## src/rtl/mult_product_accumulator_if.sv

```systemverilog
// mult_product_accumulator_if: product input stream, flush and result handshake bundle
//   master: drives in_valid/in_data/flush/out_ready, observes in_ready and the result
//   slave : the accumulator side of the same signals
interface mult_product_accumulator_if #(
    parameter int W     = 16,
    parameter int ACC_W = 18
);
    logic             in_valid;
    logic             in_ready;
    logic [W-1:0]     in_data;
    logic             flush;
    logic             out_valid;
    logic             out_ready;
    logic [ACC_W-1:0] out_data;
    logic [3:0]       out_count;
    logic             out_ovf;
    modport master (
        output in_valid, in_data, flush, out_ready,
        input  in_ready, out_valid, out_data, out_count, out_ovf
    );
    modport slave (
        input  in_valid, in_data, flush, out_ready,
        output in_ready, out_valid, out_data, out_count, out_ovf
    );
endinterface

```

## src/rtl/mult_product_accumulator.sv

```systemverilog
// mult_product_accumulator: sums CNT unsigned products (or fewer on flush) into one held frame result
//   clk : rising-edge clock
//   rst : synchronous active-low reset
//   bus : slave side of mult_product_accumulator_if (product stream in, frame result out)
module mult_product_accumulator #(
    parameter int W     = 16,
    parameter int CNT   = 4,
    parameter int ACC_W = 18
) (
    input logic clk,
    input logic rst,
    mult_product_accumulator_if.slave bus
);
    typedef enum logic {ACCUM, DONE} state_t;
    state_t           r_state;
    state_t           w_next;
    logic [ACC_W-1:0] r_acc;
    logic [3:0]       r_count;
    logic             r_ovf;
    logic             w_accept;
    logic             w_close;
    logic [ACC_W:0]   w_sum;
    logic [3:0]       w_count_nxt;
    assign w_accept    = bus.in_valid && r_state == ACCUM;
    assign w_sum       = {1'b0, r_acc} + {{(ACC_W + 1 - W){1'b0}}, bus.in_data};
    assign w_count_nxt = r_count + 4'd1;
    // flush on an empty frame with nothing arriving is a no-op
    assign w_close     = (w_accept && w_count_nxt == 4'(CNT)) ||
                         (bus.flush && (r_count != 4'd0 || bus.in_valid));
    always_ff @(posedge clk) begin
        if (!rst) r_state <= ACCUM;
        else      r_state <= w_next;
    end
    always_comb begin
        w_next = (r_state == ACCUM) ? (w_close ? DONE : ACCUM) : (bus.out_ready ? ACCUM : DONE);
    end
    always_ff @(posedge clk) begin
        if (!rst || (r_state == DONE && bus.out_ready)) begin
            r_acc   <= '0;
            r_count <= '0;
            r_ovf   <= 1'b0;
        end else if (w_accept) begin
            r_acc   <= w_sum[ACC_W-1:0];
            r_count <= w_count_nxt;
            r_ovf   <= r_ovf | w_sum[ACC_W];
        end
    end
    // outputs are forced to their idle values while reset is held, before the first edge
    always_comb begin
        bus.in_ready  = !rst || r_state == ACCUM;
        bus.out_valid = rst && r_state == DONE;
        bus.out_data  = rst ? r_acc : '0;
        bus.out_count = rst ? r_count : 4'd0;
        bus.out_ovf   = rst && r_ovf;
    end
endmodule

```

## src/flat_wrapper.sv

```systemverilog
// flat-port wrapper written by rule: the top's interface ports become plain ports
module mult_product_accumulator_flat 
#(
    parameter int W     = 16,
    parameter int CNT   = 4,
    parameter int ACC_W = 18
)
  (clk, rst, bus_in_valid, bus_in_data, bus_flush, bus_out_ready, bus_in_ready, bus_out_valid, bus_out_data, bus_out_count, bus_out_ovf);
  mult_product_accumulator_if #(.W(W), .ACC_W(ACC_W)) bus_i ();
  input logic clk;
  input logic rst;
  input wire logic [$bits(bus_i.in_valid)-1:0] bus_in_valid;
  input wire logic [$bits(bus_i.in_data)-1:0] bus_in_data;
  input wire logic [$bits(bus_i.flush)-1:0] bus_flush;
  input wire logic [$bits(bus_i.out_ready)-1:0] bus_out_ready;
  output wire logic [$bits(bus_i.in_ready)-1:0] bus_in_ready;
  output wire logic [$bits(bus_i.out_valid)-1:0] bus_out_valid;
  output wire logic [$bits(bus_i.out_data)-1:0] bus_out_data;
  output wire logic [$bits(bus_i.out_count)-1:0] bus_out_count;
  output wire logic [$bits(bus_i.out_ovf)-1:0] bus_out_ovf;
  assign bus_i.in_valid = bus_in_valid;
  assign bus_i.in_data = bus_in_data;
  assign bus_i.flush = bus_flush;
  assign bus_i.out_ready = bus_out_ready;
  assign bus_in_ready = bus_i.in_ready;
  assign bus_out_valid = bus_i.out_valid;
  assign bus_out_data = bus_i.out_data;
  assign bus_out_count = bus_i.out_count;
  assign bus_out_ovf = bus_i.out_ovf;
  mult_product_accumulator #(.W(W), .CNT(CNT), .ACC_W(ACC_W)) u_core (.clk(clk), .rst(rst), .bus(bus_i));
endmodule
```

## config.mk

```make
export PLATFORM = sky130hd
export DESIGN_NAME = mult_product_accumulator_flat
export DESIGN_NICKNAME = d
export VERILOG_FILES = /design/src/rtl/mult_product_accumulator_if.sv /design/src/rtl/mult_product_accumulator.sv /design/src/flat_wrapper.sv
export SDC_FILE = /design/constraint.sdc
export NUM_CORES = 1
export LEC_CHECK = 0
export BUFFER_PORTS_ARGS = -buffer_cell sky130_fd_sc_hd__buf_2
export CAP_MARGIN = 0
export CORE_MARGIN = 2
export CORE_UTILIZATION = 54
export CTS_CLUSTER_SIZE = 40
export DETAILED_ROUTE_END_ITERATION = 7
export PLACE_DENSITY = 0.88
export SETUP_SLACK_MARGIN = 0.4
export SKIP_CTS_REPAIR_TIMING = 1
export SYNTH_ARGS = -nofsm -noshare
export SYNTH_HDL_FRONTEND = slang
export SYNTH_SLANG_ARGS = --single-unit
```

## constraint.sdc

```tcl
create_clock -name clk -period 2.7 [get_ports clk]
set_input_delay 0.54 -clock clk [delete_from_list [all_inputs] [get_ports clk]]
set_output_delay 0.54 -clock clk [all_outputs]
set_load 0.05 [all_outputs]
```

# After elaboration in Yosys (flattened, before gate mapping)
# Index checks and enable logic that the tools add are counted.
# W data, S select, Z words.
# word_totals
word_cells	26
output_inout_bits	25
in_bits	21
regBits	24
# op_classes
n_addsub	2
n_reduce_logical	12
bitwise	2
muxes	5
n_eq_ne	1
# ops
cell	n
$add A18 B16 Y19	1
$mux W18	1
$logic_and A1 B1 Y1	6
$add A4 B1 Y4 const B	1
$eq A4 B3 Y1 const B	1
$logic_or A1 B1 Y1	4
$mux W4	1
$reduce_bool A4 Y1	1
$mux W1	3
$logic_not A1 Y1	1
$not A1 Y1	1
$or A1 B1 Y1	1

# Logic depth before layout (Yosys ltp)
# logic_depth
depth_word	6
depth_mapped	10
ltp_nobuf	10

# Worst setup path after synthesis
# No wires, ideal clock.
# synth_timing
path_type	input to register
from	in bus_in_data[0]
to	reg u_core.r_ovf
stages	10
path_slack_ns	0.469
arrival_ns	2.173
n_path_buf	0
setup_ns	0.058
cell_sequence	ha_1 inv_1 fa_1 nand2b_1 a21oi_2 o2111ai_1 nand2_1 nand3_1 a221oi_1 o21a_1
# synth_between
elab_chain_cells	2
# synth_rtl
item	line	rtl
start, declared	flat_wrapper.sv:13	input wire logic [$bits(bus_i.in_data)-1:0] bus_in_data;
$add A18 B16 Y19	mult_product_accumulator.sv:25	assign w_sum = {1'b0, r_acc} + {{(ACC_W + 1 - W){1'b0}}, bus.in_data};
$or A1 B1 Y1	mult_product_accumulator.sv:45	r_ovf <= r_ovf | w_sum[ACC_W];
end signal, assigned	mult_product_accumulator.sv:45	
end, declared	mult_product_accumulator.sv:19	logic r_ovf;
# Every way passes these cells.
# A chain may end at the register's enable or synchronous reset.

# Worst setup path in the final report
# layout_timing
from	reg u_core.r_acc[0]
to	reg u_core.r_ovf
# layout_between
elab_chain_cells	2
# layout_rtl
item	line	rtl
start, declared	mult_product_accumulator.sv:17	logic [ACC_W-1:0] r_acc;
start signal, assigned	mult_product_accumulator.sv:43	r_acc <= w_sum[ACC_W-1:0];
$add A18 B16 Y19	mult_product_accumulator.sv:25	
$or A1 B1 Y1	mult_product_accumulator.sv:45	
# Every way passes these cells.

==> flow_summary.ini <==
[placement]
dp_cells = 340
hpwl_um = 3216
port_buffers = 45
place_congestion = 0.8352

[worst_setup_path]
endpoint_kind = flop
worstReg2RegStart = u_core.r_acc[0]$_SDFFE_PP0P_
start_kind = flop
required_ns = 2.99
r2r_slack_ns = 0.58
reg2reg_to = u_core.r_ovf$_SDFFE_PP0P_
cp_data_arrival_time_ns = 2.41
worstRegToRegCells = 10
criticalPathCategory = reg -> reg
cp_max_fo = 4

[global_routing]
grt_pass1_vias = 1695
grt_usage = 0.2173
grt_max_degree = 29
overflow = 0
grt_pass1_wl_um = 7251
antenna_found_initial = 0

[synth]
syn_area_per_cell_um2 = 7.635
synth.area.top_cells = dfxtp_1 25%, ha_1 12%, and2_1 8.4%
synth_commonest_cells = 36 x nand2_1, 26 x and2_1, 24 x a21oi_1, 24 x dfxtp_1, 19 x ha_1
synthCells = 255
ys_warn_count = 0
synth_top_area_frac = 0.2468
synth_flop_cell = dfxtp_1
yosys_register_bits = 24
yosysTopAreaCell = dfxtp_1
synth_edf_count = 0
ys_async_sr_fraction = 0
ys_seq_area_frac = 0.2468
synthMostInstantiatedCell = nand2_1
synth_nets = 296
synth.distinct_cells = 44
syn_area_um2 = 1947

[job]
max_cap_viol_count = 0

[routing]
drt-total-wl_um = 4403
routedWlPerCell_um = 12.76
vias = 1922
ant_nets = 0
first_pass_iters = 4
drt_iter0_markers = 66
route.detailed.drc = 0
viasPerCell = 5.571

[cts]
h-tree-depth = 1
cts_tree = built
clk_latency_ns = 0.33
cts_sinks = 24
clockBufferDepth = 2
clock-root-buffer = clkbuf_4
clk_pin_slew_ns = 0.15
numCtsBuffers = 3

[sta]
tightest_slew_ns = 0.5331
fmax_mhz = 471.7
setup_tns_ns = 0
report.final.slew_viol_count = 0
hold_slack_ns = 0.4721
hold_viol_final = 0
skew_ns = 0.006883
final-setup-viol-count = 0
finalCritPeriodShare = 0.7852
rsz0062_at_grt = no
relSlewSlack = 0.6433
period_minus_slack_ns = 2.120

[worst_hold_path]
hold_depth = 2
hold_class = reg -> reg
min-delay-start = u_core.r_acc[9]$_SDFFE_PP0P_
hold_end = u_core.r_acc[9]$_SDFFE_PP0P_

[floorplanning]
fp-row-count = 21
die_h_um = 64.05
start_util = 0.5744
fp.dieArea_um2 = 4102
fp.dieW_um = 64.05
core_area_um2 = 3390
ios = 46

[cells_and_area]
final_cells = 345
fin_nets = 341
n_fill_cell = 291
syn2layout_area_growth_pct = 17.29
final_core_util = 0.6737
drive_above_1_share = 0.2174
diodes = 0

[outcome]
outcome = complete, no violations

[pwr]
power.density_nw_per_um2 = 534.8
p_leak_nw = 1.106
peakVddDrop_mv = 0.2839
## where the power goes
group / switching (mW) / internal, mW
sequential: 0.0377 / 0.393
clock: 0.123 / 0.150
combinational: 0.321 / 0.197
## logic make-up after synthesis
logic type	after synthesis	share of synthesized area
flops	24	0.2468
compound gates	71	0.2352
mux	2	0.01093
buf+inv	17	0.04177
simple gates	109	0.2789
fa+ha+maj	20	0.1324
xor+xnor	12	0.05398
## area by class of cell
class / count / area [µm²] / share of cell area
well taps: 46 / 57.56 / 0.02521
clock inverters: 1 / 30.03 / 0.01315
multi-input cells: 214 / 1406 / 0.6159
flip-flops and latches: 24 / 481.7 / 0.2110
inverters: 8 / 30.03 / 0.01315
clock buffers: 3 / 22.52 / 0.009863
repair buffers: 49 / 255.2 / 0.1118
## routing by layer
| layer | part of all wire | vias up | GRT usage |
|---|---|---|---|
| met5 | 0 | - | 0 |
| met4 | 0.012 | 0 | 0.08696 |
| met3 | 0.057 | 6 | 0.03169 |
| met2 | 0.48 | 54 | 0.3828 |
| met1 | 0.45 | 881 | 0.2628 |
| li1 | - | 981 | - |
## stage by stage
stage               setup WS [ns]  power [mW]  cell area, µm²
CTS                        0.4758       1.210            2253
finish                     0.5800       1.221            2283
detailed placement         0.2470      0.9373            2201
floorplan                  0.4695      0.8381            1947
global route               0.4128       1.298            2283
global placement           0.3194      0.9248            2201
## placed cells by master (no fill, tap or decap), drive strengths merged, types with 7 or more instances in the layout
| cell type | count |
|---|---|
| buf | 49 |
| dfxtp | 24 |
| a21oi | 26 |
| ha | 19 |
| nand2 | 37 |
| a21o | 7 |
| nor2 | 17 |
| nand3 | 7 |
| and2 | 26 |
| o21ai | 19 |
| inv | 8 |
## worst max-delay path, cell delays in order (launching register included)
cell       delay (ns)
dfxtp_2          0.37
ha_1             0.16
inv_1            0.05
fa_1             0.38
nand2b_4         0.17
a21oi_2          0.16
o2111ai_1        0.16
nand2_1          0.15
nand3_1          0.11
a221oi_2         0.25
o21a_1           0.13
## how the worst max path moves through the flow
| stage | start | end | slack (ns) | cells after the start |
|---|---|---|---|---|
| detailed placement | bus_in_data[0] | u_core.r_ovf$_SDFFE_PP0P_ | 0.25 | 11 |
| finish | u_core.r_acc[0]$_SDFFE_PP0P_ | u_core.r_ovf$_SDFFE_PP0P_ | 0.58 | 10 |
| CTS | u_core.r_acc[0]$_SDFFE_PP0P_ | u_core.r_ovf$_SDFFE_PP0P_ | 0.48 | 10 |
| floorplan | bus_in_data[0] | u_core.r_ovf$_SDFFE_PP0P_ | 0.47 | 10 |
| global route | u_core.r_acc[0]$_SDFFE_PP0P_ | u_core.r_ovf$_SDFFE_PP0P_ | 0.41 | 10 |
| global placement | bus_in_data[0] | u_core.r_ovf$_SDFFE_PP0P_ | 0.32 | 11 |
## state kept, by name, indices dropped and copies added, names as in the netlist
signal and count:
u_core.r_count 4, u_core.r_ovf 1, u_core.r_state 1, u_core.r_acc 18
Note: power is estimated with default switching activity, not from simulation.
